<file path="src/rtl/tetris_board_renderer.sv">
// Tetris playfield pixel source: double-buffered 10x20 cell memory, frame and
// background, two-cycle coordinate-to-colour pipeline with vblank-only bank swaps.
module tetris_board_renderer #(
   parameter int          BOARD_X     = 240,
   parameter int          BOARD_Y     = 80,
   parameter int          CELL_SHIFT  = 4,
   parameter int          FRAME_W     = 4,
   parameter int          V_SWAP      = 480,
   parameter logic [11:0] BG_COLOR    = 12'h222,
   parameter logic [11:0] FRAME_COLOR = 12'hAAA,
   parameter logic [11:0] EMPTY_COLOR = 12'h111
) (
   input  logic        clk_25_175,
   input  logic        reset,
   input  logic [9:0]  hpos,
   input  logic [9:0]  vpos,
   output logic [11:0] pixstream,
   input  logic        wr_en,
   input  logic [3:0]  wr_col,
   input  logic [4:0]  wr_row,
   input  logic [2:0]  wr_color,
   input  logic        clr_req,
   output logic        busy,
   input  logic        swap_req,
   output logic        swap_ack
);

   localparam int                CELLS     = 200;
   localparam int                CELL_PX   = 1 << CELL_SHIFT;
   localparam logic signed [10:0] FIELD_W  = 11'(10 * CELL_PX);
   localparam logic signed [10:0] FIELD_H  = 11'(20 * CELL_PX);
   localparam logic signed [10:0] FW       = 11'(FRAME_W);
   localparam logic [7:0]        LAST_ADDR = 8'(CELLS - 1);

   typedef enum logic       {CLR_IDLE, CLR_RUN} clr_state_t;
   typedef enum logic [1:0] {REG_BG, REG_FRAME, REG_FIELD} region_t;

   clr_state_t  clr_state, clr_state_nx;
   logic [7:0]  clr_cnt, clr_cnt_nx;
   logic        front;
   logic        swap_fire;
   logic        wr_ok;
   logic [7:0]  wr_addr;
   logic        mem_we;
   logic [7:0]  mem_waddr;
   logic [2:0]  mem_wdata;
   logic [2:0]  bank0 [CELLS];
   logic [2:0]  bank1 [CELLS];
   logic [2:0]  rd_data;
   logic [7:0]  rd_addr;
   logic signed [10:0] dx, dy;
   logic        in_field, in_box;
   region_t     region_q;
   logic        outline_q;
   logic [11:0] cell_rgb, pix_nx;

   // ---------------- clear sequencer ----------------
   // NOTE: sequential state uses non-blocking assignments so every register
   // samples pre-edge values regardless of process ordering.
   always_ff @(posedge clk_25_175) begin
      if (!reset) begin
         clr_state <= CLR_IDLE;
         clr_cnt   <= '0;
      end else begin
         clr_state <= clr_state_nx;
         clr_cnt   <= clr_cnt_nx;
      end
   end

   // NOTE: defaults first so no path through this block leaves a target
   // unassigned, which would otherwise infer a latch.
   always_comb begin
      clr_state_nx = clr_state;
      clr_cnt_nx   = clr_cnt;
      case (clr_state)
         CLR_IDLE: if (clr_req) begin
            clr_state_nx = CLR_RUN;
            clr_cnt_nx   = '0;
         end
         CLR_RUN: if (clr_cnt == LAST_ADDR) begin
            clr_state_nx = CLR_IDLE;
            clr_cnt_nx   = '0;
         end else begin
            clr_cnt_nx = clr_cnt + 8'd1;
         end
         default: clr_state_nx = CLR_IDLE;
      endcase
   end

   assign busy = (clr_state == CLR_RUN);

   // ---------------- write port (game writes or clear) ----------------
   always_comb begin
      wr_ok     = wr_en && !busy && (wr_col <= 4'd9) && (wr_row <= 5'd19);
      wr_addr   = 8'(wr_row) * 8'd10 + 8'(wr_col);
      mem_we    = reset && (busy || wr_ok);
      mem_waddr = busy ? clr_cnt : wr_addr;
      mem_wdata = busy ? 3'd0 : wr_color;
   end

   // ---------------- bank swap ----------------
   assign swap_fire = (vpos == 10'(V_SWAP)) && (hpos == '0) && swap_req && !busy;

   always_ff @(posedge clk_25_175) begin
      if (!reset) begin
         front    <= 1'b0;
         swap_ack <= 1'b0;
      end else begin
         swap_ack <= swap_fire;
         if (swap_fire) front <= !front;
      end
   end

   // ---------------- cell memory ----------------
   // NOTE: the banks carry no reset so they map onto plain RAM; the game
   // clears them with clr_req. Writes always target the pre-edge back bank.
   always_ff @(posedge clk_25_175) begin
      if (mem_we && front)  bank0[mem_waddr] <= mem_wdata;
      if (mem_we && !front) bank1[mem_waddr] <= mem_wdata;
      rd_data <= front ? bank1[rd_addr] : bank0[rd_addr];
   end

   // ---------------- stage 1: classify and address ----------------
   always_comb begin
      dx       = $signed({1'b0, hpos}) - $signed(11'(BOARD_X));
      dy       = $signed({1'b0, vpos}) - $signed(11'(BOARD_Y));
      in_field = !dx[10] && (dx < FIELD_W) && !dy[10] && (dy < FIELD_H);
      in_box   = (dx >= -FW) && (dx < FIELD_W + FW) && (dy >= -FW) && (dy < FIELD_H + FW);
      rd_addr  = in_field ? 8'(dy[10:CELL_SHIFT]) * 8'd10 + 8'(dx[10:CELL_SHIFT]) : '0;
   end

   always_ff @(posedge clk_25_175) begin
      if (!reset) begin
         region_q  <= REG_BG;
         outline_q <= 1'b0;
      end else begin
         region_q  <= in_field ? REG_FIELD : (in_box ? REG_FRAME : REG_BG);
         outline_q <= (dx[CELL_SHIFT-1:0] == '0) || (dy[CELL_SHIFT-1:0] == '0);
      end
   end

   // ---------------- stage 2: palette and output ----------------
   function automatic logic [11:0] cell_color(input logic [2:0] idx);
      case (idx)
         3'd1:    return 12'h0FF;
         3'd2:    return 12'h0FF & 12'h0FF;
         3'd3:    return 12'hF0A;
         3'd4:    return 12'h0F0;
         3'd5:    return 12'h00F;
         3'd6:    return 12'hF00;
         3'd7:    return 12'h08F;
         default: return EMPTY_COLOR;
      endcase
   endfunction

   always_comb begin
      cell_rgb = cell_color(rd_data);
      if (rd_data == 3'd1) cell_rgb = 12'hFF0;
      // Outlined cells halve every nibble to draw a darker edge.
      if (outline_q && (rd_data != 3'd0))
         cell_rgb = {1'b0, cell_rgb[11:9], 1'b0, cell_rgb[7:5], 1'b0, cell_rgb[3:1]};
      case (region_q)
         REG_FIELD: pix_nx = cell_rgb;
         REG_FRAME: pix_nx = FRAME_COLOR;
         default:   pix_nx = BG_COLOR;
      endcase
   end

   always_ff @(posedge clk_25_175) begin
      if (!reset) pixstream <= '0;
      else        pixstream <= pix_nx;
   end

endmodule

</file>
<file path="config.mk">
export PLATFORM = sky130hd
export DESIGN_NAME = tetris_board_renderer
export DESIGN_NICKNAME = d
export VERILOG_FILES = /design/src/rtl/tetris_board_renderer.sv
export SDC_FILE = /design/constraint.sdc
export NUM_CORES = 2
export LEC_CHECK = 0
export ABC_AREA = 1
export BUFFER_PORTS_ARGS = -buffer_cell sky130_fd_sc_hd__buf_4
export CAP_MARGIN = 0
export CORE_ASPECT_RATIO = 1.5
export CORE_MARGIN = 1
export CORE_UTILIZATION = 55
export DETAILED_ROUTE_END_ITERATION = 8
export HOLD_SLACK_MARGIN = 0.15
export MAX_ROUTING_LAYER = met4
export PLACE_DENSITY_LB_ADDON = 0.12
export SLEW_MARGIN = 20
export SYNTH_ARGS = -nofsm -noshare
export SYNTH_HDL_FRONTEND = slang
export SYNTH_SLANG_ARGS = --single-unit
</file>
<file path="constraint.sdc">
create_clock -name clk_25_175 -period 29.3 [get_ports clk_25_175]
set_input_delay 2.93 -clock clk_25_175 [delete_from_list [all_inputs] [get_ports clk_25_175]]
set_output_delay 2.93 -clock clk_25_175 [all_outputs]
set_load 0.01 [all_outputs]
</file>
======== Yosys cells after proc, flatten, opt, wreduce, memory -nomap -nowiden ========
Memories as Yosys holds them, arrays and structs flattened.
Index checks and enable logic that the tools add are counted.
cells by class
  equal/unequal tests ..................... 12
  order comparisons ....................... 8
  muxes and demuxes ....................... 20
  bitwise operators ....................... 2
  multiply operators ...................... 2
  $add $sub $neg .......................... 5
  reduce and logical (&&, ||, !) cells .... 27
  div/mod/pow operators ................... 0
  shifts and indexed selects .............. 0
operators by type and width
  operator               count
  $pmux 12 s6            1
  $mux 8                 4
  $mux 12                2
  $pmux 12 s2            1
  $ge 11x3->1 const B    2
  $lt 11x10->1 const B   2
  $lt 11x9->1 const B    2
  $logic_and 1x1->1      16
  $pmux 8 s2             1
  $eq 3x3->1 const B     4
  $sub 10x7->11 const B  1
  $sub 10x8->11 const B  1
  $eq 10x9->1 const B    1
  $logic_not 10->1       1
  $add 8x1->8 const B    1
  $add 8x4->8            1
  $add 8x7->8            1
  $eq 8x8->1 const B     1
  $logic_not 4->1        2
  $mul 5x3->7 const B    1
  $mul 7x3->7 const B    1
  $mux 1                 7
  $eq 3x2->1 const B     2
  $mux 3                 2
  13 further kinds       18
storage, ports and cells
  word-level logic and storage cells ...... 87
  bits in registers ....................... 29
  bits in latches ......................... 0
  bits in writable memories ............... 1200
  output and inout bits ................... 14
  input bits .............................. 37
  ROM bits ................................ 0
  memories ................................ 2
memories
  memory  depth  bits a word  read ports  clocked after Yosys merged registers in  wr ports  line  source
  bank0   200    3            1           0                                        1         47    logic [2:0] bank0 [CELLS];
  bank1   200    3            1           0                                        1         48    logic [2:0] bank1 [CELLS];

======== Longest topological paths before layout ========
  word-level depth ........................ 9
  gate-level depth with buffers ........... 26
  mapped depth without buffers ............ 25

======== Worst setup path before layout ========
No wires, ideal clock.
  kind .................................... input to register
  start ................................... input wr_color[0]
  end ..................................... memory bank0[0][0], data pin
  buffers on the path ..................... 0
  library setup time ...................... 2084 ps
  stages .................................. 2
  required time ........................... 27216 ps
  arrival ................................. 12238 ps
  setup slack ............................. 14978 ps
  cell sequence ........................... inv_1 > nor2_1
on the way
  longest elaborated chain between the ends .. 1
ends and longest elaborated chain
  item              line  source
  start, declared   21    input logic [2:0] wr_color,
  $mux 3            98    mem_wdata = busy ? 3'd0 : wr_color;
  via mem_wdata[0]  46    logic [2:0] mem_wdata;
  end, declared     47
The timed path passes the listed nets, and every way through them passes these cells.

======== Final worst setup path ========
  start ................................... input vpos[4]
  end ..................................... register rd_data[1]
on the way
  longest elaborated chain between the ends .. 7
  elaborated cells on any way between the ends .. 11
  classes of those cells .................. add/sub (2); mul (1); order compare (1); mux (2); reduce/logical (3); memory (2)
ends and longest elaborated chain
  item                                                 line  source
  start, declared                                      16    input logic [9:0] vpos,
  $sub 10x7->11 *                                      126   dy = $signed({1'b0, vpos}) - $signed(11'(BOARD_Y));
  branches (longest 3 deep; another with $add 8x7->8)  --
  $mux 8 *                                             129   rd_addr = in_field ? 8'(dy[10:CELL_SHIFT]) * 8'd10 + 8'(dx[10:CELL_SHIFT]) : '0;
  $mem_v2 200x3 (on tied branches)                     --
  $mux 3 *                                             120   rd_data <= front ? bank1[rd_addr] : bank0[rd_addr];
  end signal, assigned                                 120
  end, declared                                        49    logic [2:0] rd_data;
Mark *: on every way between the ends.
A chain may end at the register's enable or synchronous reset.

==> run_results.csv <==
group,metric,value,unit
global_route,grt_usage,31.3,%
drt,wl_met2,80.6,mm
sta,setup_slack,20.35,ns
floorplanning,ios,51,
drt,ant_nets,0,
drt,drt_iter0_drc,4521,
worst_setup_path,rr_worst_depth,6,
pwr,pwr-share-comb,8.5,%
sta,fin_crit_sh,30.5,%
worst_setup_path,start_kind,"input pin",
clock_tree,tritoncts,"yes",
synthesis,ys_seq_elements,1229,
pwr,p_sw_share,24.3,%
worst_setup_path,crit_fanout,115,
global_route,antenna_found_initial,3,
place,place_congestion,0.914,
clock_tree,numCtsBuffers,114,
clock_tree,cts.sinks,1229,
drt,route.met3.wl,11.9,mm
clock_tree,clock_latency,0.73,ns
synthesis,synthesis.area,57200,um^2
place,post-dp-hpwl,89.3,mm
synthesis,synth.largest_area_cell,"edfxtp_1",
worst_setup_path,crit_arrival,9.61,ns
worst_setup_path,cp-startpoint,"vpos[4]",
drt,drtPass1Iterations,7,
drt,drc_errors,0,
sta,rsz0062_at_grt,"no",
pwr,pwr-share-seq,52.6,%
sta,worst_clock_skew,0.0270,ns
global_route,grt_pass1_vias,40600,
worst_setup_path,max_stage_delay,0.82,ns
layout,drive_gt1_share,6.11,%
layout,seq_area,36600,um^2
place,place_ws,19.68,ns
run,cap_violations,0,
sta,hold_viol,0,
worst_setup_path,end_kind,"flip-flop",
clock_tree,cts-htree-levels,3,
synthesis,synth_fp_nets,5851,
sta,relSlewSlack,24.5,%
clock_tree,clk_pin_slew,0.06,ns
sta,tns,0,ns
global_route,grt_start_max_net_pins,220,
layout,final_nets,5693,
sta,tightest_slew,1.13,ns
global_route,grt_first_pass_wirelength,241,mm
sta,period_needed,8.95,ns
pwr,max-vdd-ir-drop,0.0407,mV
worst_setup_path,critPathKind,"in -> reg",
sta,final_max_slew_viol_count,0,
synthesis,ys_types,49,
layout,final_cell_mix,"edfxtp_1, nand2_1, nand3_1",
min_path,min_path_type,"reg -> reg",
floorplanning,fp.dieW,265,um
floorplanning,num_rows,144,
floorplanning,core,103000,um^2
layout,syn_to_final_growth,8.13,%
clock_tree,hold_buffers,0,
drt,dr.max_layer_used,"met4",
synthesis,synth_edf_count,1200,
synthesis,synthFlopType,"edfxtp_1",
clock_tree,root_buffer,"clkbuf_16",
sta,fmax,112,MHz
synthesis,synth-async-reset-ratio,0,%
worst_setup_path,rr_startpoint,"busy$_SDFF_PN0_",
worst_setup_path,cp.required,29.96,ns
floorplanning,die-area,105000,um^2
layout,final_common_cell,"edfxtp_1",
drt,drt_wl_total,159,mm
synthesis,yosysSeqAreaShare,64.0,%
drt,wire_per_inst,22.4,um
global_route,grt_remaining_overflow,0,
synthesis,netlist_top_cells_area,"edfxtp_1, nand3_1, nand2_1",
clock_tree,cts-resized-gates,0,
floorplanning,die_h,397,um
floorplanning,start_util,55.6,%
pwr,power_frac_clock,38.9,%
synthesis,yosys.area.top_type_share,63.0,%
synthesis,ys_warn_count,0,
synthesis,synthCells,5778,
outcome,status,"finished clean",
drt,routedLengthMet1,59.1,mm
clock_tree,clock_path_buffers,3,
worst_setup_path,path_common_cell,"nand3_1",
layout,fillers,8657,
min_path,hp-start,"clr_cnt[7]$_SDFFE_PN0P_",
sta,setup_violations,0,
pwr,power_switching,900,uW
pwr,p_int,2800,uW
drt,vias,41400,
min_path,hold_depth,2,
drt,routed_via_density,5.83,
pwr,p_leak,0.0243,uW
clock_tree,postCtsSetupRepairBufs,0,
worst_setup_path,worst_path_max_delay_cell,"buf_4",
synthesis,syn-mean-instance-area,9.91,um^2
pwr,pwr_density_cell,59.9,nW/um^2
layout,multi_input_area,15600,um^2
place,port_buffers,50,
==> metal layers <==
layer / up-vias / track usage, %
li1: 19200 / -
met1: 20000 / 37.1
met2: 1884 / 53.0
met3: 360 / 3.43
met4: 0 / 16.1
met5: - / -
==> power by group through the flow <==
stage	logic, uW	clock network [uW]	registers [uW]
after global placement	309	0	1990
after detailed placement	310	0	1990
final	314	1440	1950
after global routing	334	1510	1950
after CTS	311	1450	1950
after floorplan	180	0	2010
==> worst max-delay path, delay by kind of cell <==
family	cells	cell delay [ns]
buf+inv	7	3.17
simple gates	17	3.05
fa+ha+maj	1	0.23
==> per-stage QoR <==
step / hold slack [ns] / power, uW / util [%] / instances / area, um^2
finish: 0.499 / 3700 / 60.2 / 7099 / 61900
global route: 0.514 / 3800 / 60.2 / 7098 / 61900
CTS: 0.496 / 3710 / 60.1 / 7095 / 61900
detailed placement: 0.486 / 2300 / 56.7 / 6891 / 58400
global placement: 0.471 / 2300 / 56.7 / 6891 / 58400
floorplan: 0.458 / 2190 / - / 5778 / 57200
==> worst paths after layout <==
check                                 end  slack (ns)
hold / removal    clr_cnt[7]$_SDFFE_PN0P_        0.50
hold reg to reg   clr_cnt[7]$_SDFFE_PN0P_        0.50
setup / recovery       rd_data[1]$_DFF_P_       20.35
setup reg to reg   bank1[96][2]$_DFFE_PP_       25.04
==> final cells by class <==
cell class	instances	area share, %
clock buffers	147	4.83
flip-flops and latches	1229	59.2
multi-input cells	3264	25.3
inverters	889	5.43
repair buffers	122	1.62
well taps	1387	2.80
clock inverters	57	0.861
diodes	4	0.0162
==> sequential cells by signal (all words and copies together) (netlist names) <==
signal	count
busy	1
pixstream	12
outline_q	1
rd_data	3
clr_cnt	8
region_q	2
front	1
bank1	600
bank0	600
swap_ack	1
==> synth_stat cells (3+ instances only) <==
cell	instances
nand3_1	942
a31oi_1	3
or2_2	26
ha_1	31
inv_2	8
o211ai_1	88
clkbuf_1	172
fa_1	5
a21oi_1	24
nand2_1	1108
o21ai_0	77
o221ai_1	15
nor3_1	6
dfxtp_1	29
clkinv_1	3
inv_1	878
xor2_1	3
buf_1	60
buf_6	4
buf_2	129
nor4_1	7
nand4_1	312
xnor2_1	8
nor3_2	6
or2_0	5
nor4_2	3
edfxtp_1	1200
nor2_1	542
buf_4	31
o21ai_1	28
==> cells by family (layout without fill, tap and decap cells) <==
kind of cell | after synthesis | after routing | synth area share [%]
flops | 1229 | 1229 | 64.0
fa+ha+maj | 36 | 36 | 0.853
compound gates | 247 | 247 | 2.72
xor+xnor | 11 | 11 | 0.168
buf+inv | 1285 | 1215 | 8.96
simple gates | 2970 | 2970 | 23.3
other cells | 0 | 4 | 0
Note: power is estimated with default switching activity, not from simulation.
